===== config.mk =====
export PLATFORM = sky130hd
export DESIGN_NAME = comp_bist_ctrl_flat
export DESIGN_NICKNAME = d
export VERILOG_FILES = /design/src/rtl/comp_bist_ctrl_pkg.sv /design/src/rtl/comp_bist_ctrl_if.sv /design/src/rtl/comp_bist_ctrl_model.sv /design/src/rtl/comp_bist_ctrl.sv /design/src/flat_wrapper.sv
export SDC_FILE = /design/constraint.sdc
export NUM_CORES = 1
export LEC_CHECK = 0
export ABC_CLOCK_PERIOD_IN_PS = 3800
export BUFFER_PORTS_ARGS = -buffer_cell sky130_fd_sc_hd__buf_2
export CORE_MARGIN = 4
export CORE_UTILIZATION = 52
export CTS_BUF_LIST = sky130_fd_sc_hd__clkbuf_2 sky130_fd_sc_hd__clkbuf_4 sky130_fd_sc_hd__clkbuf_8
export DETAILED_ROUTE_END_ITERATION = 12
export GPL_ROUTABILITY_DRIVEN = 0
export PLACE_DENSITY = 0.74
export SYNTH_ARGS = -nofsm -noshare
export SYNTH_HDL_FRONTEND = slang
export SYNTH_SLANG_ARGS = --single-unit

===== constraint.sdc =====
create_clock -name clk -period 3.8 [get_ports clk]
set_clock_uncertainty 0.15 [all_clocks]
set_input_delay 0.38 -clock clk [delete_from_list [all_inputs] [get_ports clk]]
set_output_delay 0.38 -clock clk [all_outputs]
set_load 0.02 [all_outputs]

===== src/rtl/comp_bist_ctrl_pkg.sv =====
// Shared encodings for the comparator BIST: controller states and one-hot {gt,lt,eq} results.
// Pure declarations; no latency or flow control of its own.
package comp_bist_pkg;

   typedef enum logic [1:0] {
      ST_IDLE  = 2'd0,
      ST_WAIT  = 2'd1,
      ST_CHECK = 2'd2,
      ST_DONE  = 2'd3
   } state_t;

   typedef logic [2:0] res_t;

   localparam res_t RES_GT = 3'b100;
   localparam res_t RES_LT = 3'b010;
   localparam res_t RES_EQ = 3'b001;

endpackage


===== src/rtl/comp_bist_ctrl_if.sv =====
// Operand/result bus between the BIST controller and the comparator, plus sweep status.
// err_cnt exists only when COMP_BIST_ERRCNT_EN is defined; no flow control on this bus.
interface comp_bist_ctrl_if #(
   parameter int WIDTH = 2
);
   logic             start;
   logic [WIDTH-1:0] a_out;
   logic [WIDTH-1:0] b_out;
   logic             gt_in;
   logic             lt_in;
   logic             eq_in;
   logic             busy;
   logic             done;
   logic             pass;
   logic [WIDTH-1:0] fail_a;
   logic [WIDTH-1:0] fail_b;
`ifdef COMP_BIST_ERRCNT_EN
   logic [2*WIDTH:0] err_cnt;
`endif

   modport master (
      input  start, gt_in, lt_in, eq_in,
      output a_out, b_out, busy, done, pass, fail_a, fail_b
`ifdef COMP_BIST_ERRCNT_EN
      , err_cnt
`endif
   );

   modport slave (
      output start, gt_in, lt_in, eq_in,
      input  a_out, b_out, busy, done, pass, fail_a, fail_b
`ifdef COMP_BIST_ERRCNT_EN
      , err_cnt
`endif
   );

endinterface


===== src/rtl/comp_bist_ctrl_model.sv =====
// Golden unsigned comparator: one-hot {gt,lt,eq} for the operands currently driven.
// Purely combinational, zero latency, no backpressure.
module comp_bist_model
   import comp_bist_pkg::*;
#(
   parameter int WIDTH = 2
) (
   input  logic [WIDTH-1:0] a,
   input  logic [WIDTH-1:0] b,
   output res_t             res
);

   always_comb begin
      res = RES_EQ;
      if (a > b) begin
         res = RES_GT;
      end else if (a < b) begin
         res = RES_LT;
      end
   end

endmodule


===== src/rtl/comp_bist_ctrl.sv =====
// Exhaustive comparator BIST: 2^(2*WIDTH) vectors, each held SETTLE_CYC cycles then checked.
// COMP_BIST_ERRCNT_EN: count all mismatches (full sweep); else stop on the first. start ignored while busy.
module comp_bist_ctrl
   import comp_bist_pkg::*;
#(
   parameter int WIDTH      = 2,
   parameter int SETTLE_CYC = 1
) (
   input logic             clk,
   input logic             rst,
   comp_bist_ctrl_if.master bus
);

   localparam int         IW     = 2 * WIDTH;
   localparam logic [3:0] SETTLE = 4'(SETTLE_CYC);
`ifdef COMP_BIST_ERRCNT_EN
   localparam bit STOP_ON_FAIL = 1'b0;
`else
   localparam bit STOP_ON_FAIL = 1'b1;
`endif

   state_t           state;
   logic [IW-1:0]    idx;
   logic [3:0]       settle;
   logic             busy;
   logic             done;
   logic             pass;
   logic [WIDTH-1:0] fail_a;
   logic [WIDTH-1:0] fail_b;
   res_t             exp_res;
   logic             mismatch;
`ifdef COMP_BIST_ERRCNT_EN
   logic [IW:0]      err_cnt;
   assign bus.err_cnt = err_cnt;
`endif

   assign bus.a_out  = idx[IW-1:WIDTH];
   assign bus.b_out  = idx[WIDTH-1:0];
   assign bus.busy   = busy;
   assign bus.done   = done;
   assign bus.pass   = pass;
   assign bus.fail_a = fail_a;
   assign bus.fail_b = fail_b;

   comp_bist_model #(.WIDTH(WIDTH)) u_model (
      .a   (idx[IW-1:WIDTH]),
      .b   (idx[WIDTH-1:0]),
      .res (exp_res)
   );

   // Zero-hot and multi-hot comparator outputs are mismatches too.
   assign mismatch = ({bus.gt_in, bus.lt_in, bus.eq_in} != exp_res);

   always_ff @(posedge clk or posedge rst) begin
      if (rst) begin
         state   <= ST_IDLE;
         idx     <= '0;
         settle  <= '0;
         busy    <= 1'b0;
         done    <= 1'b0;
         pass    <= 1'b0;
         fail_a  <= '0;
         fail_b  <= '0;
`ifdef COMP_BIST_ERRCNT_EN
         err_cnt <= '0;
`endif
      end else begin
         case (state)
            ST_IDLE, ST_DONE: begin
               if (bus.start) begin
                  idx     <= '0;
                  settle  <= SETTLE;
                  pass    <= 1'b1;
                  fail_a  <= '0;
                  fail_b  <= '0;
`ifdef COMP_BIST_ERRCNT_EN
                  err_cnt <= '0;
`endif
                  busy    <= 1'b1;
                  done    <= 1'b0;
                  state   <= ST_WAIT;
               end
            end
            ST_WAIT: begin
               if (settle <= 4'd1) begin
                  state <= ST_CHECK;
               end else begin
                  settle <= settle - 4'd1;
               end
            end
            ST_CHECK: begin
               if (mismatch) begin
                  if (pass) begin
                     pass   <= 1'b0;
                     fail_a <= idx[IW-1:WIDTH];
                     fail_b <= idx[WIDTH-1:0];
                  end
`ifdef COMP_BIST_ERRCNT_EN
                  if (err_cnt != '1) begin
                     err_cnt <= err_cnt + 1'b1;
                  end
`endif
               end
               if ((idx == '1) || (STOP_ON_FAIL && mismatch)) begin
                  busy  <= 1'b0;
                  done  <= 1'b1;
                  state <= ST_DONE;
               end else begin
                  idx    <= idx + 1'b1;
                  settle <= SETTLE;
                  state  <= ST_WAIT;
               end
            end
            default: state <= ST_IDLE;
         endcase
      end
   end

endmodule


===== src/flat_wrapper.sv =====
// flat-port wrapper written by rule: the top's interface ports become plain ports
module comp_bist_ctrl_flat import comp_bist_pkg::*;
#(
   parameter int WIDTH      = 2,
   parameter int SETTLE_CYC = 1
)
  (clk, rst, bus_start, bus_gt_in, bus_lt_in, bus_eq_in, bus_a_out, bus_b_out, bus_busy, bus_done, bus_pass, bus_fail_a, bus_fail_b);
  comp_bist_ctrl_if #(.WIDTH(WIDTH)) bus_i ();
  input logic clk;
  input logic rst;
  input wire logic [$bits(bus_i.start)-1:0] bus_start;
  input wire logic [$bits(bus_i.gt_in)-1:0] bus_gt_in;
  input wire logic [$bits(bus_i.lt_in)-1:0] bus_lt_in;
  input wire logic [$bits(bus_i.eq_in)-1:0] bus_eq_in;
  output wire logic [$bits(bus_i.a_out)-1:0] bus_a_out;
  output wire logic [$bits(bus_i.b_out)-1:0] bus_b_out;
  output wire logic [$bits(bus_i.busy)-1:0] bus_busy;
  output wire logic [$bits(bus_i.done)-1:0] bus_done;
  output wire logic [$bits(bus_i.pass)-1:0] bus_pass;
  output wire logic [$bits(bus_i.fail_a)-1:0] bus_fail_a;
  output wire logic [$bits(bus_i.fail_b)-1:0] bus_fail_b;
  assign bus_i.start = bus_start;
  assign bus_i.gt_in = bus_gt_in;
  assign bus_i.lt_in = bus_lt_in;
  assign bus_i.eq_in = bus_eq_in;
  assign bus_a_out = bus_i.a_out;
  assign bus_b_out = bus_i.b_out;
  assign bus_busy = bus_i.busy;
  assign bus_done = bus_i.done;
  assign bus_pass = bus_i.pass;
  assign bus_fail_a = bus_i.fail_a;
  assign bus_fail_b = bus_i.fail_b;
  comp_bist_ctrl #(.WIDTH(WIDTH), .SETTLE_CYC(SETTLE_CYC)) u_core (.clk(clk), .rst(rst), .bus(bus_i));
endmodule

==> results.txt, run 1 <==
----------------------------------------------------
[Logic synthesis]
  Yosys top cell area share ... 0.395
  Seq/Total Area, Yosys ... 0.395
  Number of instances in the synthesized netlist ... 112
  Synth warnings ... 0
  Xor and xnor area share after synthesis ... 0
  Dominant cell by count in the synthesized netlist ... sky130_fd_sc_hd__dfrtp_1
  Area contributors post-synth ... sky130_fd_sc_hd__dfrtp_1, sky130_fd_sc_hd__ha_1, sky130_fd_sc_hd__a22o_1
  Area fraction in and, or, nand and nor cells after synthesis ... 0.170
  Mux contribution to synthesized area ... 0.0197
  Commonest cells post-synth ... sky130_fd_sc_hd__dfrtp_1, sky130_fd_sc_hd__o21ai_0, sky130_fd_sc_hd__inv_1, sky130_fd_sc_hd__nor2_1, sky130_fd_sc_hd__ha_1
  Count of flip-flops with a built-in enable after synthesis ... 0
  Synthesis-stage register bit count ... 17
  Fraction of the mapped netlist area in compound gates ... 0.276
  Cell variety after synth ... 38
  Post-Synthesis Cell Area ... 1080 um2
  Total nets after synthesis ... 126
  Most used DFF post-synth ... sky130_fd_sc_hd__dfrtp_1
  Fraction of registers with async set or reset after synthesis ... 1.00
  Average cell area after synthesis ... 9.62 um2
  Adder-cell share of the synthesized area ... 0.0929
  Dominant combinational cell family by area after synthesis ... compound AO/OA/AOI/OAI gates
  Most area-hungry cell type in the Yosys netlist ... sky130_fd_sc_hd__dfrtp_1

[Clock tree]
  Num Clock Sinks ... 17
  Clock tree root driver cell ... sky130_fd_sc_hd__clkbuf_4
  Clock-pin slew on the worst setup and hold paths ... 0.10 ns
  Clock network latency to the later pin of the worst-skew pair ... 0.28 ns
  PostCTS Resize Cnt ... 0
  Buffers from clock root to sink, at most ... 2
  Number of buffers created by CTS ... 3
  Number of hold buffers added after cts ... 0
  Number of H-tree branching levels ... 1
  Setup bufs post-CTS ... 0
  Clock tree from TritonCTS ... built

[Timing]
  Relative slew margins ... 0.561
  Slack of the critical path ... 1.39 ns
  Max-slew violations ... 0
  Unrepaired setup endpoints after global routing ... no
  Worst hold margin ... 0.0180 ns
  Number of setup violations in the final report ... 0
  Min Tclk post-route ... 2.41 ns
  Tcrit/Tclk final ... 0.634
  Tightest Pin Transition ... 0.657 ns
  Sum of negative setup slack ... 0 ns
  Endpoints failing hold ... 0
  Maximum operating frequency ... 415 MHz

[Pwr]
  P_leak ... 0.000577 uW
  Pwr dens ... 532 nW/um2
  Maximum vdd drop ... 0.000398 V

[Die]
  Core footprint ... 1960 um2
  Effective utilization at floorplan ... 0.549
  Die Span Y ... 53.5 um
  Num ports ... 17
  Die outline area ... 2860 um2
  Die X-Extent ... 53.5 um
  Cell Rows ... 16

[Global routing]
  Combined global-route utilization of all metal layers ... 0.165
  Global route hottest layer ... met2
  Met3 Usage GRT ... 0.0423
  Initial antenna violation count ... 0
  Global-route wire length before repair ... 3510 um
  Met2 capacity usage during global routing ... 0.292
  Met1 global-route usage ... 0.205
  Pin count of the biggest net entering global routing ... 18
  Vias in the first global route ... 833
  Residual overflow from global routing ... 0

[Critical path]
  Crit-path slowest cell ... sky130_fd_sc_hd__dfrtp_1
  Critical path required time ... 3.83 ns
  Number of cells on the worst reg-to-reg path ... 8
  Critical Setup Path Class ... flip-flop to flip-flop
  Worst flop-to-flop path endpoint ... u_core.settle[1]$_DFFE_PP0P_
  Maximum cell stage delay along the critical path ... 0.45 ns
  Slack of the worst reg-to-reg path ... 1.39 ns
  Critical Path Source Type ... flip-flop
  Cell breakdown of the critical path ... inv_1 > ha_1 > and2b_1 > o31ai_1 > o221a_4 > a21boi_4 > or2_4 > a22o_1
  Largest fanout on the critical path ... 9
  Arrival time of data at the critical path endpoint ... 2.44 ns
  Crit. End Element ... flip-flop
  Crit Reg-Reg Startpoint ... u_core.idx[1]$_DFFE_PP0P_
  Startpoint of the worst setup timing path ... u_core.idx[1]$_DFFE_PP0P_
  Worst setup endpoint ... u_core.settle[1]$_DFFE_PP0P_

[Status]
  Outcome ... complete, no violations

[Detailed routing]
  Antenna violation net count after detailed routing ... 0
  DRT Pass-1 Iters ... 5
  Mean routed wirelength per cell ... 13.8 um
  Vias per inst ... 5.91
  Vias after detailed routing ... 916
  Violation count after the first detailed-routing iteration ... 9
  Residual DRC count ... 0
  Aggregate routed wire length ... 2140 um

[Finish]
  Layout Area Growth over Synthesis ... 11.8%
  Layout cells sized above 1 ... 0.211
  Net total in the final layout ... 143
  Final standard cell utilization of the core ... 0.614
  Antenna diode count ... 0

[Placed design]
  Post-place setup slack ... 1.41 ns
  HPWL after detailed placement ... 1620 um
  Count of input and output buffers ... 16

[Flow run]
  Max Cap Viol ... 0

[Hold path]
  Worst hold path type ... input pin to asynchronous set/reset pin

----------------------------------------------------
[worst min path at each step]
stage,startpoint,end,cells past startpoint
after floorplan,rst,u_core.bus.busy$_DFFE_PP0P_,1
after global placement,u_core.bus.fail_a[0]$_DFFE_PP0P_,u_core.bus.fail_a[0]$_DFFE_PP0P_,1
after detailed placement,u_core.bus.fail_b[1]$_DFFE_PP0P_,u_core.bus.fail_b[1]$_DFFE_PP0P_,1
after CTS,rst,u_core.state[0]$_DFFE_PP0P_,2
after global routing,rst,u_core.state[1]$_DFFE_PP0P_,2
final,rst,u_core.bus.fail_b[1]$_DFFE_PP0P_,2
[stage by stage]
step           instances  total power, uW  instance area [um2]
4_1_cts              155              647                 1200
6_report             155              641                 1200
3_3_place_gp         151              535                 1170
5_1_grt              155              693                 1200
3_5_place_dp         151              544                 1170
2_1_floorplan        112              481                 1080
[placed cells by master (no fill, tap or decap), drive strengths merged, types with 2 or more instances in the layout]
| master | instances |
|---|---|
| dfrtp | 17 |
| buf | 16 |
| o21ai | 10 |
| nor2 | 9 |
| inv | 9 |
| ha | 8 |
| nand2 | 7 |
| a22o | 7 |
| nor2b | 4 |
| a21oi | 4 |
| clkbuf | 4 |
| o31ai | 3 |
| nand3 | 3 |
| nor3 | 2 |
| nand4 | 2 |
| or2 | 2 |
| o41ai | 2 |
[power breakdown]
group / leakage [uW] / internal, uW / total, uW / switching, uW
combinational: 0.000339 / 117 / 310 / 192
clock: 0.0000184 / 47.9 / 103 / 54.7
sequential: 0.000220 / 207 / 229 / 22.0
[layer usage]
| metal | vias to the layer above | part of all wire |
|---|---|---|
| met4 | 0 | 0.0047 |
| met3 | 2 | 0.056 |
| met2 | 30 | 0.50 |
| met1 | 439 | 0.43 |
| li1 | 445 | - |
| met5 | - | 0 |
[critical path: cells and delay by family, from the launching register on]
| family | cells | cell delay (ns) |
|---|---|---|
| AND/OR/NAND/NOR | 2 | 0.42 |
| flip-flops | 1 | 0.45 |
| AO/OA/AOI/OAI | 4 | 0.85 |
| adder cells (fa/ha/maj) | 1 | 0.34 |
| buffers and inverters | 1 | 0.08 |
[final cells by class]
| type | instances | area [um2] |
|---|---|---|
| clock buffer | 4 | 30.0 |
| fill | 185 | 757 |
| inverter | 9 | 33.8 |
| multi-input combinational | 82 | 602 |
| sequential | 17 | 425 |
| tap | 27 | 33.8 |
| timing repair buffer | 16 | 80.1 |
[state kept, by name (all words and copies together) (netlist names)]
| name | flops |
|---|---|
| u_core.bus.busy | 1 |
| u_core.bus.done | 1 |
| u_core.bus.fail_a | 2 |
| u_core.bus.fail_b | 2 |
| u_core.bus.pass | 1 |
| u_core.idx | 4 |
| u_core.settle | 4 |
| u_core.state | 2 |
[cell families after synthesis]
kind of cell,after synthesis
DFF,17
AOI/OAI and AO/OA,38
buffers and inverters,13
muxes,2
adders and majority gates,8
and+or+nand+nor,34
Note: power is estimated with default switching activity, not from simulation.
==> run 2, diff against run 1 <==
--- a/config.mk
+++ b/config.mk
@@ -5,14 +5,14 @@
 export SDC_FILE = /design/constraint.sdc
 export NUM_CORES = 1
 export LEC_CHECK = 0
-export ABC_CLOCK_PERIOD_IN_PS = 3800
+export ABC_CLOCK_PERIOD_IN_PS = 1950
 export BUFFER_PORTS_ARGS = -buffer_cell sky130_fd_sc_hd__buf_2
 export CORE_MARGIN = 4
 export CORE_UTILIZATION = 52
 export CTS_BUF_LIST = sky130_fd_sc_hd__clkbuf_2 sky130_fd_sc_hd__clkbuf_4 sky130_fd_sc_hd__clkbuf_8
 export DETAILED_ROUTE_END_ITERATION = 12
 export GPL_ROUTABILITY_DRIVEN = 0
-export PLACE_DENSITY = 0.74
+export PLACE_DENSITY = 0.77
 export SYNTH_ARGS = -nofsm -noshare
 export SYNTH_HDL_FRONTEND = slang
 export SYNTH_SLANG_ARGS = --single-unit
==> constraint.sdc (replaced) <==
create_clock -name clk -period 1.95 [get_ports clk]
set_clock_uncertainty 0.15 [all_clocks]
set_input_delay 0.195 -clock clk [delete_from_list [all_inputs] [get_ports clk]]
set_output_delay 0.195 -clock clk [all_outputs]
set_load 0.02 [all_outputs]
==> results.txt, run 2 (synthesis results as in run 1) <==
----------------------------------------------------
[Die]
  Effective utilization at floorplan ... 0.549
  Cell Rows ... 16
  Die X-Extent ... 53.5 um
  Die Span Y ... 53.5 um
  Core footprint ... 1960 um2
  Die outline area ... 2860 um2
  Num ports ... 17

[Pwr]
  Switching part of the total power ... 0.417
  Clock network fraction of design power ... 0.131
  Reg power frac ... 0.295
  P_leak ... 0.000671 uW
  Maximum vdd drop ... 0.000966 V
  Int Pwr ... 881 uW
  Power share of the combinational group ... 0.574
  Net switching power ... 631 uW
  Pwr dens ... 1050 nW/um2

[Finish]
  Antenna diode count ... 0
  Final standard cell count with taps included and fillers excluded ... 172
  Net total in the final layout ... 160
  Layout cells sized above 1 ... 0.428
  Most frequent standard cell in the layout excluding fill and tap cells ... sky130_fd_sc_hd__buf_2
  Regs by FF count ... u_core.idx x4, u_core.settle x4
  Commonest non-fill, non-tap cells in the layout ... sky130_fd_sc_hd__buf_2, sky130_fd_sc_hd__buf_4, sky130_fd_sc_hd__dfrtp_1
  Fill cell instance count of the final layout ... 158
  Layout Area Growth over Synthesis ... 33.3%

[Hold path]
  Worst hold path type ... input pin to flip-flop
  Worst hold path depth ... 3

[Placed design]
  HPWL after detailed placement ... 1850 um
  Post-place setup slack ... -0.200 ns
  Cell count after placement ... 163
  Count of input and output buffers ... 16

[Critical path]
  Largest fanout on the critical path ... 7
  Critical path required time ... 2.00 ns
  Crit. End Element ... flip-flop
  Arrival time of data at the critical path endpoint ... 2.24 ns
  Critical Setup Path Class ... flip-flop to flip-flop
  Critical Path Source Type ... flip-flop
  Number of cells on the worst reg-to-reg path ... 7

[Clock tree]
  Clock-pin slew on the worst setup and hold paths ... 0.11 ns
  Number of H-tree branching levels ... 1
  Number of buffers created by CTS ... 3
  Num Clock Sinks ... 17
  Clock tree root driver cell ... sky130_fd_sc_hd__clkbuf_4
  Clock network latency to the later pin of the worst-skew pair ... 0.30 ns
  Buffers from clock root to sink, at most ... 2
  Clock tree from TritonCTS ... built

[Timing]
  Unrepaired setup endpoints after global routing ... yes
  Endpoints failing hold ... 0
  Number of setup violations in the final report ... 14
  Tcrit/Tclk final ... 1.12
  Maximum operating frequency ... 456 MHz
  Tightest Pin Transition ... 0.664 ns
  Min Tclk post-route ... 2.19 ns
  Sum of negative setup slack ... -2.44 ns
  Max-slew violations ... 0
  Slack of the critical path ... -0.243 ns
  Worst hold margin ... 0.0764 ns
  Relative slew margins ... 0.557

[Global routing]
  Global-route wire length before repair ... 4200 um
  Initial antenna violation count ... 0
  Residual overflow from global routing ... 0
  Combined global-route utilization of all metal layers ... 0.202
  Met3 Usage GRT ... 0.0423
  Met1 global-route usage ... 0.233
  Vias in the first global route ... 979
  Pin count of the biggest net entering global routing ... 18
  Global route hottest layer ... met2
  Met2 capacity usage during global routing ... 0.361

[Detailed routing]
  DRT Pass-1 Iters ... 4
  Vias after detailed routing ... 984
  Mean routed wirelength per cell ... 14.9 um
  Residual DRC count ... 0
  Antenna violation net count after detailed routing ... 0
  Vias per inst ... 5.72
  Aggregate routed wire length ... 2560 um
  Violation count after the first detailed-routing iteration ... 23

[Status]
  Outcome ... finished with violations
  Violated checks ... negative setup slack

[Flow run]
  Max Cap Viol ... 0

----------------------------------------------------
[run 2: cell types whose count changed in the layout (fill, tap and decap cells not counted), moves of 2 or more]
cell,previous run,this run
sky130_fd_sc_hd__o21ai_1,0,4
sky130_fd_sc_hd__inv_2,0,2
sky130_fd_sc_hd__o31ai_2,0,2
sky130_fd_sc_hd__ha_4,0,3
sky130_fd_sc_hd__dfrtp_1,17,13
sky130_fd_sc_hd__dfrtp_2,0,4
sky130_fd_sc_hd__buf_4,0,14
sky130_fd_sc_hd__buf_6,0,2
sky130_fd_sc_hd__ha_1,8,5
sky130_fd_sc_hd__inv_1,9,7
sky130_fd_sc_hd__o21ai_0,10,5
sky130_fd_sc_hd__o31ai_1,3,1
[run 2: stage by stage]
stage | util | power [uW] | area, um2
2_1_floorplan | - | 984 | 1140
3_3_place_gp | 0.673 | 1190 | 1320
3_5_place_dp | 0.673 | 1220 | 1320
4_1_cts | 0.720 | 1470 | 1410
5_1_grt | 0.732 | 1630 | 1440
6_report | 0.732 | 1510 | 1440
[run 2: critical path, stage by stage, from the launching register on]
cell                       delay, ns
sky130_fd_sc_hd__dfrtp_2        0.44
sky130_fd_sc_hd__ha_4           0.25
sky130_fd_sc_hd__and2b_1        0.16
sky130_fd_sc_hd__o31ai_2        0.23
sky130_fd_sc_hd__o221a_4        0.26
sky130_fd_sc_hd__a21boi_4       0.09
sky130_fd_sc_hd__or2_4          0.26
sky130_fd_sc_hd__a22o_1         0.24
[run 2: worst paths after layout]
path	slack (ns)	start	end
setup / recovery	-0.24	u_core.idx[3]$_DFFE_PP0P_	u_core.settle[3]$_DFFE_PP0P_
hold / removal	0.08	bus_start	u_core.bus.done$_DFFE_PP0P_
setup reg to reg	-0.24	u_core.idx[3]$_DFFE_PP0P_	u_core.settle[3]$_DFFE_PP0P_
hold reg to reg	0.36	u_core.bus.fail_b[0]$_DFFE_PP0P_	u_core.bus.fail_b[0]$_DFFE_PP0P_
max in group asynchronous	0.81	rst	u_core.idx[2]$_DFFE_PP0P_
min in group asynchronous	0.37	rst	u_core.bus.fail_b[1]$_DFFE_PP0P_
[run 2: routing by layer]
layer	vias up	routed length, um	share of wire
li1	477	-	-
met1	473	1100	0.43
met2	28	1290	0.50
met3	6	122	0.048
met4	0	45	0.018
met5	-	0	0
[run 2: final cells by class]
class | instances | area [um2] | area share
inverters | 9 | 33.8 | 0.0235
clock buffers | 3 | 22.5 | 0.0157
well taps | 27 | 33.8 | 0.0235
repair buffers | 33 | 218 | 0.152
multi-input cells | 82 | 693 | 0.483
flip-flops and latches | 17 | 430 | 0.300
clock inverters | 1 | 5.00 | 0.00348
[run 2: what timing repair did]
| action | in CTS | in global routing |
|---|---|---|
| hold buffers | 1 | 0 |
| endpoints found under the hold margin | 17 | 0 |
| endpoints found under the setup margin | 15 | 16 |
| gates resized for setup | 8 | 7 |
| pin swaps | 6 | 7 |
| setup buffers | 3 | 2 |
[run 2: power by group through the flow]
stage               Clock [uW]  Sequential [uW]  Combinational, uW
CTS                        201              447                827
global route               216              452                959
global placement             0              446                739
detailed placement           0              448                771
floorplan                    0              486                498
finish                     198              446                867
